### src/rtl/gbf_pingpong_loader.sv
// Ping-pong write-side feeder for two global-buffer RAMs.
// Packs narrow input beats into RAM lines and alternates buffers.
module gbf_pingpong_loader #(
  parameter int IN_BITWIDTH   = 64,
  parameter int DATA_BITWIDTH = 256,
  parameter int ADDR_BITWIDTH = 5,
  parameter int DEPTH         = 32
) (
  input  logic                     clk,
  input  logic                     reset,
  input  logic                     in_valid,
  input  logic [IN_BITWIDTH-1:0]   in_data,
  output logic                     in_ready,
  input  logic [1:0]               buf_release,
  output logic [1:0]               ena,
  output logic                     wea,
  output logic [ADDR_BITWIDTH-1:0] addra,
  output logic [DATA_BITWIDTH-1:0] dia,
  output logic [1:0]               buf_full,
  output logic                     fill_done,
  output logic                     fill_buf_id
);

  localparam int BEATS = DATA_BITWIDTH / IN_BITWIDTH;
  localparam int BW    = (BEATS > 1) ? $clog2(BEATS) : 1;
  localparam int PW    = DATA_BITWIDTH - IN_BITWIDTH;

  logic                     tgt;
  logic [BW-1:0]            beat_cnt;
  logic [ADDR_BITWIDTH-1:0] line_cnt;
  logic [PW-1:0]            pack;
  logic                     pend_full;
  logic                     pend_id;
  logic [1:0]               nxt_full;
  logic                     accept;
  logic                     last_beat;
  logic                     last_line;
  logic                     line_done;

  assign in_ready  = ~reset & ~buf_full[tgt];
  assign accept    = in_valid & in_ready;
  assign last_beat = beat_cnt == BW'(BEATS-1);
  assign last_line = line_cnt == ADDR_BITWIDTH'(DEPTH-1);
  assign line_done = accept & last_beat;

  // Collect the leading beats of a line, LSB-first.
  always_ff @(posedge clk or posedge reset) begin
    if (reset) begin
      pack <= '0;
    end else if (accept && !last_beat) begin
      for (int k = 0; k < BEATS-1; k++) begin
        if (beat_cnt == BW'(k))
          pack[k*IN_BITWIDTH +: IN_BITWIDTH] <= in_data;
      end
    end
  end

  // Beat, line and target-buffer counters.
  always_ff @(posedge clk or posedge reset) begin
    if (reset) begin
      beat_cnt <= '0;
      line_cnt <= '0;
      tgt      <= 1'b0;
    end else if (accept) begin
      if (!last_beat) begin
        beat_cnt <= beat_cnt + 1'b1;
      end else begin
        beat_cnt <= '0;
        if (last_line) begin
          line_cnt <= '0;
          tgt      <= ~tgt;
        end else begin
          line_cnt <= line_cnt + 1'b1;
        end
      end
    end
  end

  // One-cycle port-A write strobe; address and data hold when idle.
  always_ff @(posedge clk or posedge reset) begin
    if (reset) begin
      ena   <= '0;
      wea   <= 1'b0;
      addra <= '0;
      dia   <= '0;
    end else begin
      ena <= '0;
      wea <= 1'b0;
      if (line_done) begin
        ena   <= tgt ? 2'b10 : 2'b01;
        wea   <= 1'b1;
        addra <= line_cnt;
        dia   <= {in_data, pack};
      end
    end
  end

  // Release sees the old flag, so a same-cycle set always wins.
  always_comb begin
    nxt_full = buf_full & ~buf_release;
    if (pend_full)
      nxt_full[pend_id] = 1'b1;
  end

  // Full flags lag the last strobe by a cycle so the RAM write lands first.
  always_ff @(posedge clk or posedge reset) begin
    if (reset) begin
      buf_full    <= '0;
      pend_full   <= 1'b0;
      pend_id     <= 1'b0;
      fill_done   <= 1'b0;
      fill_buf_id <= 1'b0;
    end else begin
      buf_full  <= nxt_full;
      fill_done <= pend_full;
      if (pend_full)
        fill_buf_id <= pend_id;
      pend_full <= line_done & last_line;
      if (line_done && last_line)
        pend_id <= tgt;
    end
  end

endmodule

### config.mk
export PLATFORM = sky130hd
export DESIGN_NAME = gbf_pingpong_loader
export DESIGN_NICKNAME = d
export VERILOG_FILES = /design/src/rtl/gbf_pingpong_loader.sv
export SDC_FILE = /design/constraint.sdc
export NUM_CORES = 1
export LEC_CHECK = 0
export CORE_UTILIZATION = 50
export DETAILED_ROUTE_END_ITERATION = 8
export HOLD_SLACK_MARGIN = 0.1
export PLACE_DENSITY = 0.74
export SETUP_SLACK_MARGIN = 0.4
export SLEW_MARGIN = 15
export SYNTH_ARGS = -nofsm -noshare
export SYNTH_HDL_FRONTEND = slang
export SYNTH_SLANG_ARGS = --single-unit
### constraint.sdc
create_clock -name clk -period 19.2 [get_ports clk]
set_input_delay 2.88 -clock clk [delete_from_list [all_inputs] [get_ports clk]]
set_output_delay 2.88 -clock clk [all_outputs]
set_load 0.03 [all_outputs]
==> results.md, run 1 <==
* Mapped Area at between 15000 and 20000 um^2
* Avg Cell Area, Syn at 17.3 um^2
* Tmin final at 7.14 ns
* Post-synth top flop: dfrtp_1
* Reg2Reg Setup Slack at 15.97 ns
* Starting Density at between 50% and 60%
* Most frequent CP cell: clkdlybuf4s50_1
* Sink Count at 470
* Largest net degree at the start of global routing at about 130
* Synth cell types at 28
* CTS max path bufs at 3
* Worst slew pin tran at slightly below 1 ns
* CTS root buf: clkbuf_16
* Setup-failing EPs final at 0
* Detail Route Antenna Nets at 0
* LEAKAGE at a little over 10 nW
* YS warnings at 0
* Hold-fix buffer count after cts at 0
* Die area at around 36000 um^2
* CTS buffer count at 48
* Setup TNS Final at 0 ns
* Cells along the critical path: clkdlybuf4s50_1, nor2_1, clkdlybuf4s50_1
* Post-synthesis sequential area ratio at 66.2%
* Top-area cell type share of the netlist area at between 60% and 70%
* Hold slack at about 0.45 ns
* Fin nets at between 1000 and 1500
* Proportion of layout cells with a drive suffix above 1 at 38.4%
* Top cell type by total area after synthesis: dfrtp_1
* Most instantiated cells after synthesis: 470 x dfrtp_1, 454 x mux2_2, 34 x buf_6
* Postcts setup bufs at 0
* Vias post-DR at a little under 10000
* Worst-path maximum fanout at 5
* Status: complete, no violations
* Ratio of final minimum period to clock period at roughly 37%
* Ranking of synthesized cells by area: dfrtp_1 66%, mux2_2 29%, buf_6 2.2%
* CTS tree: yes
* CP max stage cell: clkdlybuf4s50_1
* Vias per cell at between 5 and 6
* # port buffers at roughly 340
* Asr flop ratio synth at 100%
* Chip Width at about 190 um
* Core Region at roughly 35000 um^2
* Kind of critical path: input pin to output port
* Gr ovfl total at 0
* Worst Hold Class: flop to flop
* Worst setup endpoint: in_ready
* GRT Total Usage at a little over a fifth
* Number of global-route vias before repair at between 10000 and 15000
* Syn_nets at between 1000 and 1500
* Largest stage delay, worst path at 0.68 ns
* Max Slew Vio Count at 0
* Most frequent cell after synthesis: dfrtp_1
* Critical path required time at 16.32 ns
* Slew margin rel. at roughly a third
* Post-synth EDFFs at 0
* Final RePlAce weighted congestion at roughly 0.74
* Post-Synthesis Cells at approximately 1000
* Vert. Die Dim at around 190 um
* Row Count at 68
* R2R Path Start: beat_cnt[0]
* Io pins at around 340
* Critical R2R Capture: dia[205]
* Gates resized, CTS repair at 0
* First-pass GRT wire length at between 50 and 60 mm
* DRT Pass-1 Iters at 4
* Hpwl dp at 23.9 mm
* Type of origin of the critical path: input pin
* Crit path DAT at ~4.3 ns
* # DRC at 0
* Max Cap Viol at 0
* Max Clk Rate at roughly 140 MHz
* Area Overhead vs Synth at 28.6%
* # H-tree levels at 2
* Flops & latches, synth at between 400 and 500
* Reg clk slew, reported paths at 0.05 ns
* 1st-iter DRT viols at about 350
* Worst r2r path cells at 6
* RSZ-0062 raised after global routing: false
* Final Hold Vio Count at 0
* PwrDens at 189 nW/um^2
* Critical path startpoint: reset
* Routed WL at 36.7 mm
* Worst Skew at between 0.01 and 0.015 ns
* Maximum vdd drop at ~0.00012 V
* Worst setup EP type: output port
* Worst-Skew Late Latency at around 0.54 ns
* Initial antenna violation count at 1
* Drt wl/cell at 19.7 um
## critical path: cells and delay by family
family                 cells  cell delay, ns
AND/OR/NAND/NOR            1            0.15
buffers and inverters      2            1.22
## kinds of logic (layout without fill, tap and decap cells)
kind of cell | Yosys count | after routing | share of synthesized area, %
and+or+nand+nor | 21 | 21 | 0.712
buffers and inverters | 60 | 443 | 3.01
other | 0 | 1 | 0
xor gates and xnor gates | 1 | 1 | 0.0493
muxes | 460 | 460 | 29.2
DFF | 470 | 470 | 66.2
adders and majority gates | 7 | 7 | 0.493
AOI/OAI and AO/OA | 8 | 8 | 0.289
## per-stage QoR
| stage | std cells | cell area, um^2 | setup WS [ns] | utilization (%) | total power [mW] |
|---|---|---|---|---|---|
| after floorplan | 1027 | 17800 | 3.21 | - | 2.74 |
| after global placement | 1781 | 21300 | 12.04 | 61.4 | 3.40 |
| after detailed placement | 1781 | 21300 | 12.05 | 61.4 | 3.46 |
| after CTS | 1865 | 22800 | 12.05 | 65.8 | 4.36 |
| after global routing | 1866 | 22800 | 11.99 | 65.8 | 4.53 |
| final | 1866 | 22800 | 12.06 | 65.8 | 4.31 |
## per-layer routing
layer / up-vias / wire [um] / track usage, % / share of wire [%]
met5: - / 0 / 0 / 0
met4: 0 / 832 / 5.48 / 2.3
met3: 60 / 2450 / 6.11 / 6.7
met2: 231 / 17600 / 34.1 / 48
met1: 5057 / 15800 / 27.1 / 43
li1: 4346 / - / - / -
## worst min path at each step
| stage | start | endpoint | cells after the start |
|---|---|---|---|
| finish | pend_full | fill_done | 0 |
| detailed placement | pend_full | fill_done | 0 |
| global placement | pend_full | fill_done | 0 |
| CTS | pend_full | fill_done | 0 |
| floorplan | pend_full | fill_done | 0 |
| global route | pend_full | fill_done | 0 |
## cell usage in the layout (no fill, tap or decap), types with 4 or more instances in the layout
cell type / count
clkbuf_8: 10
clkbuf_1: 13
dfrtp_1: 470
buf_4: 13
nor2_1: 4
inv_1: 7
clkdlybuf4s50_1: 337
clkbuf_16: 49
mux2_1: 5
clkinv_2: 8
mux2_2: 454
ha_1: 7
## report_power, final
part           total [mW]  switching, mW  internal (mW)
logic                1.74          0.893          0.843
clock network       0.886          0.366          0.520
registers            1.69          0.229           1.46
total                4.31           1.49           2.82
## state kept, by name, indices dropped and copies added (netlist names)
signal       flops
buf_full         2
beat_cnt         2
ena              2
wea              1
fill_done        1
addra            5
tgt              1
pend_id          1
pack           192
fill_buf_id      1
pend_full        1
dia            256
line_cnt         5
## area by class of cell
| class | instances | area (um^2) |
|---|---|---|
| Antenna cell | 1 | 2.50 |
| Clock buffer | 72 | 1410 |
| Clock inverter | 12 | 96.3 |
| Fill cell | 2539 | 11900 |
| Inverter | 9 | 43.8 |
| Multi-Input combinational cell | 497 | 5480 |
| Sequential cell | 470 | 11800 |
| Tap cell | 455 | 569 |
| Timing Repair Buffer | 350 | 3470 |
Note: power is estimated with default switching activity, not from simulation.
==> run 2: changes to the inputs <==
clock period = 6.9 ns   (was 19.2 ns; I/O delays follow)
==> run 2 against run 1 <==
  * Non-clock buffer count is the same
  * Worst setup slack worse by 8.6 ns
  * Core utilization hardly changed
  * Critical path type is now input pin to flop
  * Highest routed layer unchanged
==> results.md, run 2 (synthesis results as in run 1) <==
* Worst Hold Class: flop to flop
* Crit path DAT at ~3.8 ns
* Sink Count at between 400 and 500
* Detail Route Antenna Nets at 0
* CP Buf/Inv Count at 3
* Routed WL at between 30 and 40 mm
* Non-Filler Instances at 1864
* Critical R2R Capture: dia[230]
* Hold depth at 0
* Hold-fix buffer count after cts at 0
* Io pins at between 300 and 400
* Worst setup endpoint: dia[230]
* CTS max path bufs at 3
* CTS tree: yes
* First-pass GRT wire length at about 58 mm
* 1st-iter DRT viols at 328
* Comb power frac at just over 40%
* Kind of critical path: input pin to flop
* CTS buffer count at 48
* Final Hold Vio Count at 0
* Largest Register: dia
* Number of flip-flops in the largest register at around 260
* Leading cell type in the layout, fill and taps excluded: dfrtp_1
* Net switching power at between 4 and 5 mW
* Chip Width at ~190 um
* Commonest non-fill, non-tap cells in the layout: 470 x dfrtp_1, 454 x mux2_2, 337 x clkdlybuf4s50_1, 49 x clkbuf_16, 16 x clkbuf_1
* # DRC at 0
* Post-DP Area at between 20000 and 25000 um^2
* CP max stage cell: inv_4
* Worst setup EP type: flop
* Number of diodes at 0
* Critical path required time at between 7 and 8 ns
* RSZ-0062 raised after global routing: false
* Area Overhead vs Synth at 28.6%
* Vert. Die Dim at 190 um
* Worst slew pin tran at 1.11 ns
* R2R Path Start: beat_cnt[0]
* Starting Density at around half
* Max Clk Rate at ~290 MHz
* CTS root buf: clkbuf_16
* Cells along the critical path: clkdlybuf4s50_1, and3b_1, nand2_8, inv_4, buf_4, mux2_2
* Filler instances at around 2500
* # H-tree levels at 2
* Type of origin of the critical path: input pin
* Row Count at between 60 and 70
* Sw frac at approximately 35%
* GRT Total Usage at roughly a fifth
* Final instance area at about 23000 um^2
* Largest net degree at the start of global routing at roughly 200
* Dpl cells at between 1500 and 2000
* Reg clk slew, reported paths at 0.06 ns
* Maximum vdd drop at 0.000348 V
* Sequential share of power at between 30% and 40%
* Worst-path maximum fanout at between 70 and 80
* Max Cap Viol at 0
* Top flop regs: dia x256, pack x192
* Ratio of final minimum period to clock period at between 40% and 50%
* Initial antenna violation count at 0
* Worst r2r path cells at 6
* Fin nets at between 1000 and 1500
* Worst-Skew Late Latency at 0.54 ns
* Max Slew Vio Count at 0
* Proportion of layout cells with a drive suffix above 1 at between 30% and 40%
* Gr ovfl total at 0
* Critical path startpoint: reset
* Status: complete, no violations
* # port buffers at roughly 340
* Setup-failing EPs final at 0
* Hpwl dp at 23.9 mm
* Reg2Reg Setup Slack at between 3 and 4 ns
* Crit. path cell count at 6
* Tmin final at roughly 3.4 ns
* DRT Pass-1 Iters at 4
* Clock share of power at about a fifth
* Largest stage delay, worst path at about 0.84 ns
* Total power at between 10 and 15 mW
* Drt wl/cell at around 20 um
* Worst Skew at slightly below 0.02 ns
* Final RePlAce weighted congestion at between 0.7 and 0.8
* Vias post-DR at between 9000 and 10000
* Core Region at ~35000 um^2
* Slew margin rel. at a little over a quarter
* Int Pwr at about 8 mW
* Die area at 36300 um^2
* PwrDens at 525 nW/um^2
* CP top delay family: buffers and inverters
* Postcts setup bufs at 0
* Number of global-route vias before repair at between 10000 and 15000
* Gates resized, CTS repair at 0
* Vias per cell at ~5.2
* LEAKAGE at 10.1 nW
-- run 2: cell types whose count changed in the layout (fill, tap and decap cells not counted) --
cell,before,now
diode_2,1,0
clkinv_4,1,0
clkinv_2,8,6
clkinvlp_4,0,1
clkbuf_8,10,9
clkbuf_1,13,16
buf_12,0,2
buf_4,13,11
inv_8,1,0
-- run 2: through the flow --
stage | TNS [ns] | utilization (%) | worst slack, ns | hold WS (ns)
3_5_place_dp | 0 | 61.5 | 2.87 | 0.431
6_report | 0 | 65.8 | 3.47 | 0.448
5_1_grt | 0 | 65.8 | 3.30 | 0.456
2_1_floorplan | -234.94 | - | -0.500 | 0.389
4_1_cts | 0 | 65.8 | 3.43 | 0.443
3_3_place_gp | 0 | 61.5 | 2.95 | 0.424
-- run 2: layer usage --
layer	track usage [%]	wire [um]
met5	0	0
met4	5.29	721
met3	5.89	2500
met2	33.9	18000
met1	27.0	15700
-- run 2: worst register-to-register path: stages, from the launching register on --
cell,delay [ns]
dfrtp_1,0.42
ha_1,0.30
and3b_1,0.36
nand2_8,0.21
inv_4,0.86
buf_4,0.45
mux2_2,0.38
-- run 2: how the worst min path moves through the flow --
stage	startpoint	endpoint	slack [ns]
6_report	pend_full	fill_done	0.45
5_1_grt	pend_full	fill_done	0.46
4_1_cts	pend_full	fill_done	0.44
3_5_place_dp	pend_full	fill_done	0.43
3_3_place_gp	pend_full	fill_done	0.42
2_1_floorplan	pend_full	fill_done	0.39
-- run 2: power by group through the flow --
stage | Sequential, mW | Combinational, mW | Clock [mW]
5_1_grt | 4.87 | 5.09 | 2.61
3_3_place_gp | 4.68 | 4.80 | 0
4_1_cts | 4.71 | 4.91 | 2.51
2_1_floorplan | 6.07 | 1.56 | 0
6_report | 4.70 | 4.85 | 2.44
3_5_place_dp | 4.75 | 4.89 | 0
-- run 2: cell type report --
cell class / count / area (um^2) / area share (%)
Clock buffer: 74 / 1410 / 6.18
Clock inverter: 9 / 77.6 / 0.340
Inverter: 9 / 40.0 / 0.175
Timing Repair Buffer: 350 / 3500 / 15.3
Tap cell: 455 / 569 / 2.49
Multi-Input combinational cell: 497 / 5480 / 24.0
Sequential cell: 470 / 11800 / 51.5
